`src/rtl/fft_pkg.sv`:
```
// Shared definitions for the FFT I/O sequencer: state encoding and sample width.
package fft_pkg;

  localparam int STATE_BITS = 3;

  typedef enum logic [STATE_BITS-1:0] {
    LOAD    = 3'd0,
    FLUSH   = 3'd1,
    KICK    = 3'd2,
    COMPUTE = 3'd3,
    FETCH   = 3'd4,
    LATCH   = 3'd5,
    DRAIN0  = 3'd6,
    DRAIN1  = 3'd7
  } state_t;

  // A complex sample packs {re, im} side by side.
  function automatic int sample_width(input int word_size);
    return 2 * word_size;
  endfunction

endpackage

```
`src/rtl/bit_reverse.sv`:
```
// Combinational bit reversal of an address_width-bit RAM address.
module bit_reverse #(
  parameter int address_width = 5
) (
  input  logic [address_width-1:0] address,
  output logic [address_width-1:0] reversed
);

  for (genvar b = 0; b < address_width; b++) begin : g_rev
    assign reversed[b] = address[address_width-1-b];
  end

endmodule

```
`src/rtl/fft_io_controller.sv`:
```
// Frame I/O sequencer: loads N samples into the compute RAM in bit-reversed pairs,
// kicks the FFT core, then reads results back in natural order with backpressure.
module fft_io_controller
  import fft_pkg::*;
#(
  parameter int N             = 32,
  parameter int word_size     = 16,
  parameter int address_width = $clog2(N)
) (
  input  logic                                 clk,
  input  logic                                 reset,
  input  logic                                 in_valid,
  output logic                                 in_ready,
  input  logic [sample_width(word_size)-1:0]   in_sample,
  output logic                                 out_valid,
  input  logic                                 out_ready,
  output logic [sample_width(word_size)-1:0]   out_sample,
  output logic                                 out_last,
  output logic                                 fft_start,
  input  logic                                 fft_done,
  output logic                                 io_wr_en,
  output logic [address_width-1:0]             io_wr_address1,
  output logic [address_width-1:0]             io_wr_address2,
  output logic [sample_width(word_size)-1:0]   io_wr_sample1,
  output logic [sample_width(word_size)-1:0]   io_wr_sample2,
  output logic [address_width-1:0]             io_rd_address1,
  output logic [address_width-1:0]             io_rd_address2,
  input  logic [sample_width(word_size)-1:0]   io_rd_sample1,
  input  logic [sample_width(word_size)-1:0]   io_rd_sample2
);

  localparam int SW = sample_width(word_size);
  localparam logic [address_width-1:0] LAST_IN   = address_width'(N - 1);
  localparam logic [address_width-1:0] HALF      = address_width'(N / 2);
  localparam logic [address_width-2:0] LAST_PAIR = (address_width - 1)'(N / 2 - 1);

  state_t state, next_state;

  logic [address_width-1:0] in_count;
  logic [address_width-2:0] out_pair;
  logic [address_width-2:0] next_pair;
  logic [SW-1:0]            pair_reg;
  logic [SW-1:0]            buffer0;
  logic [SW-1:0]            buffer1;
  logic [address_width-1:0] even_address;
  logic [address_width-1:0] even_address_rev;
  logic                     accept;

  assign accept       = in_valid & in_ready;
  assign next_pair    = out_pair + (address_width - 1)'(1);
  assign even_address = {in_count[address_width-1:1], 1'b0};

  // The odd partner of a pair differs only in the LSB, which becomes the MSB once reversed.
  bit_reverse #(
    .address_width(address_width)
  ) u_bit_reverse (
    .address (even_address),
    .reversed(even_address_rev)
  );

  always_ff @(posedge clk) begin
    if (!reset) state <= LOAD;
    else        state <= next_state;
  end

  // in_ready is gated with reset so nothing is offered while the block is held in reset.
  always_comb begin
    next_state = state;
    in_ready   = 1'b0;
    out_valid  = 1'b0;
    out_last   = 1'b0;
    fft_start  = 1'b0;
    out_sample = buffer0;
    unique case (state)
      LOAD: begin
        in_ready = reset;
        if (in_valid && in_count == LAST_IN) next_state = FLUSH;
      end
      FLUSH:   next_state = KICK;
      KICK: begin
        fft_start  = 1'b1;
        next_state = COMPUTE;
      end
      COMPUTE: if (fft_done) next_state = FETCH;
      FETCH:   next_state = LATCH;
      LATCH:   next_state = DRAIN0;
      DRAIN0: begin
        out_valid = 1'b1;
        if (out_ready) next_state = DRAIN1;
      end
      DRAIN1: begin
        out_valid  = 1'b1;
        out_sample = buffer1;
        out_last   = (out_pair == LAST_PAIR);
        if (out_ready) next_state = (out_pair == LAST_PAIR) ? LOAD : FETCH;
      end
      default: next_state = LOAD;
    endcase
  end

  always_ff @(posedge clk) begin
    if (!reset) begin
      in_count       <= '0;
      out_pair       <= '0;
      pair_reg       <= '0;
      buffer0        <= '0;
      buffer1        <= '0;
      io_wr_en       <= 1'b0;
      io_wr_address1 <= '0;
      io_wr_address2 <= '0;
      io_wr_sample1  <= '0;
      io_wr_sample2  <= '0;
      io_rd_address1 <= '0;
      io_rd_address2 <= '0;
    end else begin
      io_wr_en <= 1'b0;
      if (accept) begin
        in_count <= in_count + address_width'(1);
        if (!in_count[0]) begin
          pair_reg <= in_sample;
        end else begin
          io_wr_en       <= 1'b1;
          io_wr_address1 <= even_address_rev;
          io_wr_address2 <= even_address_rev + HALF;
          io_wr_sample1  <= pair_reg;
          io_wr_sample2  <= in_sample;
        end
      end
      // Read addresses are loaded on entry to FETCH and then held until the next FETCH.
      if (state == COMPUTE && fft_done) begin
        io_rd_address1 <= '0;
        io_rd_address2 <= address_width'(1);
      end
      if (state == LATCH) begin
        buffer0 <= io_rd_sample1;
        buffer1 <= io_rd_sample2;
      end
      if (state == DRAIN1 && out_ready) begin
        if (out_pair == LAST_PAIR) begin
          out_pair <= '0;
        end else begin
          out_pair       <= next_pair;
          io_rd_address1 <= {next_pair, 1'b0};
          io_rd_address2 <= {next_pair, 1'b1};
        end
      end
    end
  end

endmodule

```
`config.mk`:
```
export PLATFORM = sky130hd
export DESIGN_NAME = fft_io_controller
export DESIGN_NICKNAME = d
export VERILOG_FILES = /design/src/rtl/fft_pkg.sv /design/src/rtl/bit_reverse.sv /design/src/rtl/fft_io_controller.sv
export SDC_FILE = /design/constraint.sdc
export NUM_CORES = 1
export LEC_CHECK = 0
export CORE_ASPECT_RATIO = 0.6
export CORE_UTILIZATION = 57
export DETAILED_ROUTE_END_ITERATION = 16
export DONT_BUFFER_PORTS = 1
export PLACE_DENSITY = 0.79
export SYNTH_ARGS = -nofsm -noshare
export SYNTH_HDL_FRONTEND = slang
export SYNTH_HIERARCHICAL = 1
export SYNTH_SLANG_ARGS = --single-unit
```
`constraint.sdc`:
```
create_clock -name clk -period 1.43 [get_ports clk]
set_input_delay 0.286 -clock clk [delete_from_list [all_inputs] [get_ports clk]]
set_output_delay 0.286 -clock clk [all_outputs]
set_load 0.01 [all_outputs]
```
==> out/qor.txt <==
Die Span Y -> 90.0 um
FF-to-FF Start -> state[0]$_SDFFE_PN0P_
H-Tree Depth -> 4
unrepaired setup endpoints after global routing -> true
FMAX -> 495 MHz
Hold Path Stages -> 2
CP Buf/Inv Count -> 6
GRT Total Usage -> 0.324
Reg area -> 0.00379 mm^2
worst slew pin tran -> 0.533 ns
PnR worst setup slack -> -0.589 ns
# fillers -> 403
fin crit share -> 1.41
Gate Count Post-Synth -> 886
largest net degree at the start of global routing -> 139
post-layout min period -> 2.02 ns
dpl hpwl -> 10,900 um
Yosys reg bits -> 189
WL final -> 34,400 um
worst reg2reg path endpoint -> io_wr_sample1[19]$_SDFFE_PN0P_
area occupied by multi-input gates -> 0.00419 mm^2
total gr overflow -> 0
Core Region -> 0.0123 mm^2
Die ar. -> 0.0134 mm^2
Hold Crit Class -> primary input to flip-flop
clock slew at reported path FFs -> 0.09 ns
Leakage -> 0.00439 uW
initial DRC count -> 1,113
Routed WL per cell -> 28.8 um
Fin. Hold Viols -> 5
share of Yosys cell area claimed by the top area cell type -> 0.514
layout cells sized above 1 -> 0.374
Distinct cells, synth -> 39
port bufs -> 0
Crit path required time -> 1.80 ns
critical path cell sequence -> or4b_4 > inv_4 > buf_6 > buf_6 > buf_12 > buf_6 > clkbuf_16 > nand3_2 > o21ai_1
failing checks -> hold timing, setup timing
vias in the first global route -> 6,449
top_reg_cell synth -> dfxtp_1
I/O pin count -> 222
CP Capture Type -> flip-flop
Mean Syn Cell Area -> 8.31 um^2
Clock Skew -> 0.0175 ns
Post-Syn Area -> 0.00736 mm^2
Finished Cell Area -> 0.0115 mm^2
worst endpoint data arrival time -> 2.39 ns
Setup Crit Path Kind -> flip-flop to flip-flop
Slew Limit Fails -> 0
final setup violating endpoints -> 223
Pre-Repair DR Iteration Count -> 9
DR DRC count -> 0
CTS tree -> done
Worst Reg-to-Reg Cells -> 9
Synth area leader -> dfxtp_1
Crit Path Max Fanout -> 7
end of the critical path -> io_wr_sample1[19]$_SDFFE_PN0P_
CTS max path bufs -> 2
CP startpoint kind -> flip-flop
post-DR vias/cell -> 6.85
Worst VDD drop -> 0.817 mV
Clock Latency Late Sink -> 0.45 ns
Synth Net Count -> 990
most frequent cells in the layout -> nand2_1 (224), dfxtp_1 (184), dlygate4sd3_1 (82)
total number of vias -> 8,176
CTS Sinks -> 189
GPL Wtd Cong -> 0.807
CP startpoint -> state[0]$_SDFFE_PN0P_
WHS -> -0.0197 ns
nets -> 1,117
FF-to-FF setup slack -> -0.59 ns
number of buffers created by CTS -> 17
Worst path slowest cell -> or4b_4
Critical Path Max Stage Delay -> 0.58 ns
first-pass GRT wire length -> 34,100 um
Synth async-reset ratio -> 0
Syn-to-layout area delta -> 56.0%
outcome -> finished, violations left
num rows -> 31
max-cap check violation count -> 0
Stages on worst setup path -> 9
initial antenna violation count -> 2
Post-Place Cell Area -> 0.00753 mm^2
CTS Root Cell -> clkbuf_16
Top delay family on crit path -> buffers and inverters
sequential cell area fraction in the yosys report -> 0.514
post-route ant nets -> 0
Initial Utilization -> 0.597
pre-CTS setup slack -> -0.215 ns
number of synthesized flops with an enable pin -> 0
most common cell after layout, fill and taps aside -> nand2_1
Power Dens Cells -> 1000 mW/mm^2
most frequent cell on the critical path -> buf_6
total number of yosys warnings -> 6
Slew headroom -> 0.645
chip width -> 149 um
Synth area leaders -> dfxtp_1 (51%), nand2_1 (13%), nand3_1 (6.5%), o21ai_0 (5.7%), mux2_2 (5.0%)
[cells by family (layout without fill, tap and decap cells)]
family | count (synthesis) | after routing | share of synthesized area
AO/OA/AOI/OAI | 179 | 179 | 0.129
XOR/XNOR | 2 | 2 | 0.00238
adder cells (fa/ha/maj) | 3 | 3 | 0.00510
AND/OR/NAND/NOR | 374 | 374 | 0.216
flip-flops | 189 | 189 | 0.514
buffers and inverters | 89 | 229 | 0.0610
other | 1 | 4 | 0.000510
multiplexers | 49 | 49 | 0.0723
[timing repair]
item,4_1_cts,5_1_grt
endpoints found under the hold margin,68,18
setup endpoints to repair,145,224
cloned,20,17
gates resized for setup,95,326
setup buffers,24,24
hold buffers,64,18
pin swaps,6,116
[where the power goes]
part / internal (uW) / switching [uW] / total, uW
Clock: 2580 / 2380 / 4960
Combinational: 535 / 519 / 1050
Sequential: 5370 / 117 / 5490
Total: 8490 / 3020 / 11500
[how the worst min path moves through the flow]
| stage | startpoint | to |
|---|---|---|
| CTS | in_sample[24] | io_wr_sample2[24]$_SDFFE_PN0P_ |
| global placement | in_sample[2] | io_wr_sample2[2]$_SDFFE_PN0P_ |
| floorplan | in_sample[0] | io_wr_sample2[0]$_SDFFE_PN0P_ |
| finish | in_sample[22] | pair_reg[22]$_SDFFE_PN0P_ |
| detailed placement | in_sample[14] | io_wr_sample2[14]$_SDFFE_PN0P_ |
| global route | in_sample[15] | io_wr_sample2[15]$_SDFFE_PN0P_ |
[layout make-up]
cell class / instances / area share
Multi-Input combinational cell: 608 / 0.365
Sequential cell: 189 / 0.330
Timing Repair Buffer: 192 / 0.232
Clock buffer: 19 / 0.0395
Tap cell: 165 / 0.0180
Clock inverter: 13 / 0.0130
Inverter: 5 / 0.00185
Antenna cell: 3 / 0.000654
[metal layers]
layer  track usage  up-vias  routed length (um)
met1         0.418     3793               11700
met4         0.101        0                2910
li1              -     3239                   -
met5             0        -                   0
met2         0.504      851               14500
met3         0.117      293                5230
[Yosys cell counts (3+ instances only)]
| library cell | n |
|---|---|
| buf_2 | 17 |
| ha_1 | 3 |
| buf_1 | 4 |
| mux2i_1 | 16 |
| nand3_1 | 96 |
| nand2_1 | 255 |
| and2_1 | 6 |
| mux2_2 | 33 |
| a211oi_1 | 3 |
| nor2_1 | 3 |
| inv_1 | 4 |
| o21ai_1 | 10 |
| dfxtp_1 | 189 |
| o21a_1 | 4 |
| o21ai_0 | 84 |
| clkbuf_1 | 40 |
| a21oi_1 | 67 |
| buf_4 | 21 |
[through the flow]
stage	hold WS (ns)	cells	setup TNS (ns)	total power, uW	util
6_report	-0.0197	1194	-77.53	11500	0.931
5_1_grt	-0.0136	1192	-82.87	11700	0.930
4_1_cts	0.000139	1140	-49.11	11000	0.803
3_5_place_dp	0.426	1000	-13.79	5940	0.611
3_3_place_gp	0.417	1000	-9.32	5930	0.611
2_1_floorplan	0.416	886	-5.24	5890	-
(Power assumes the default switching activity.)
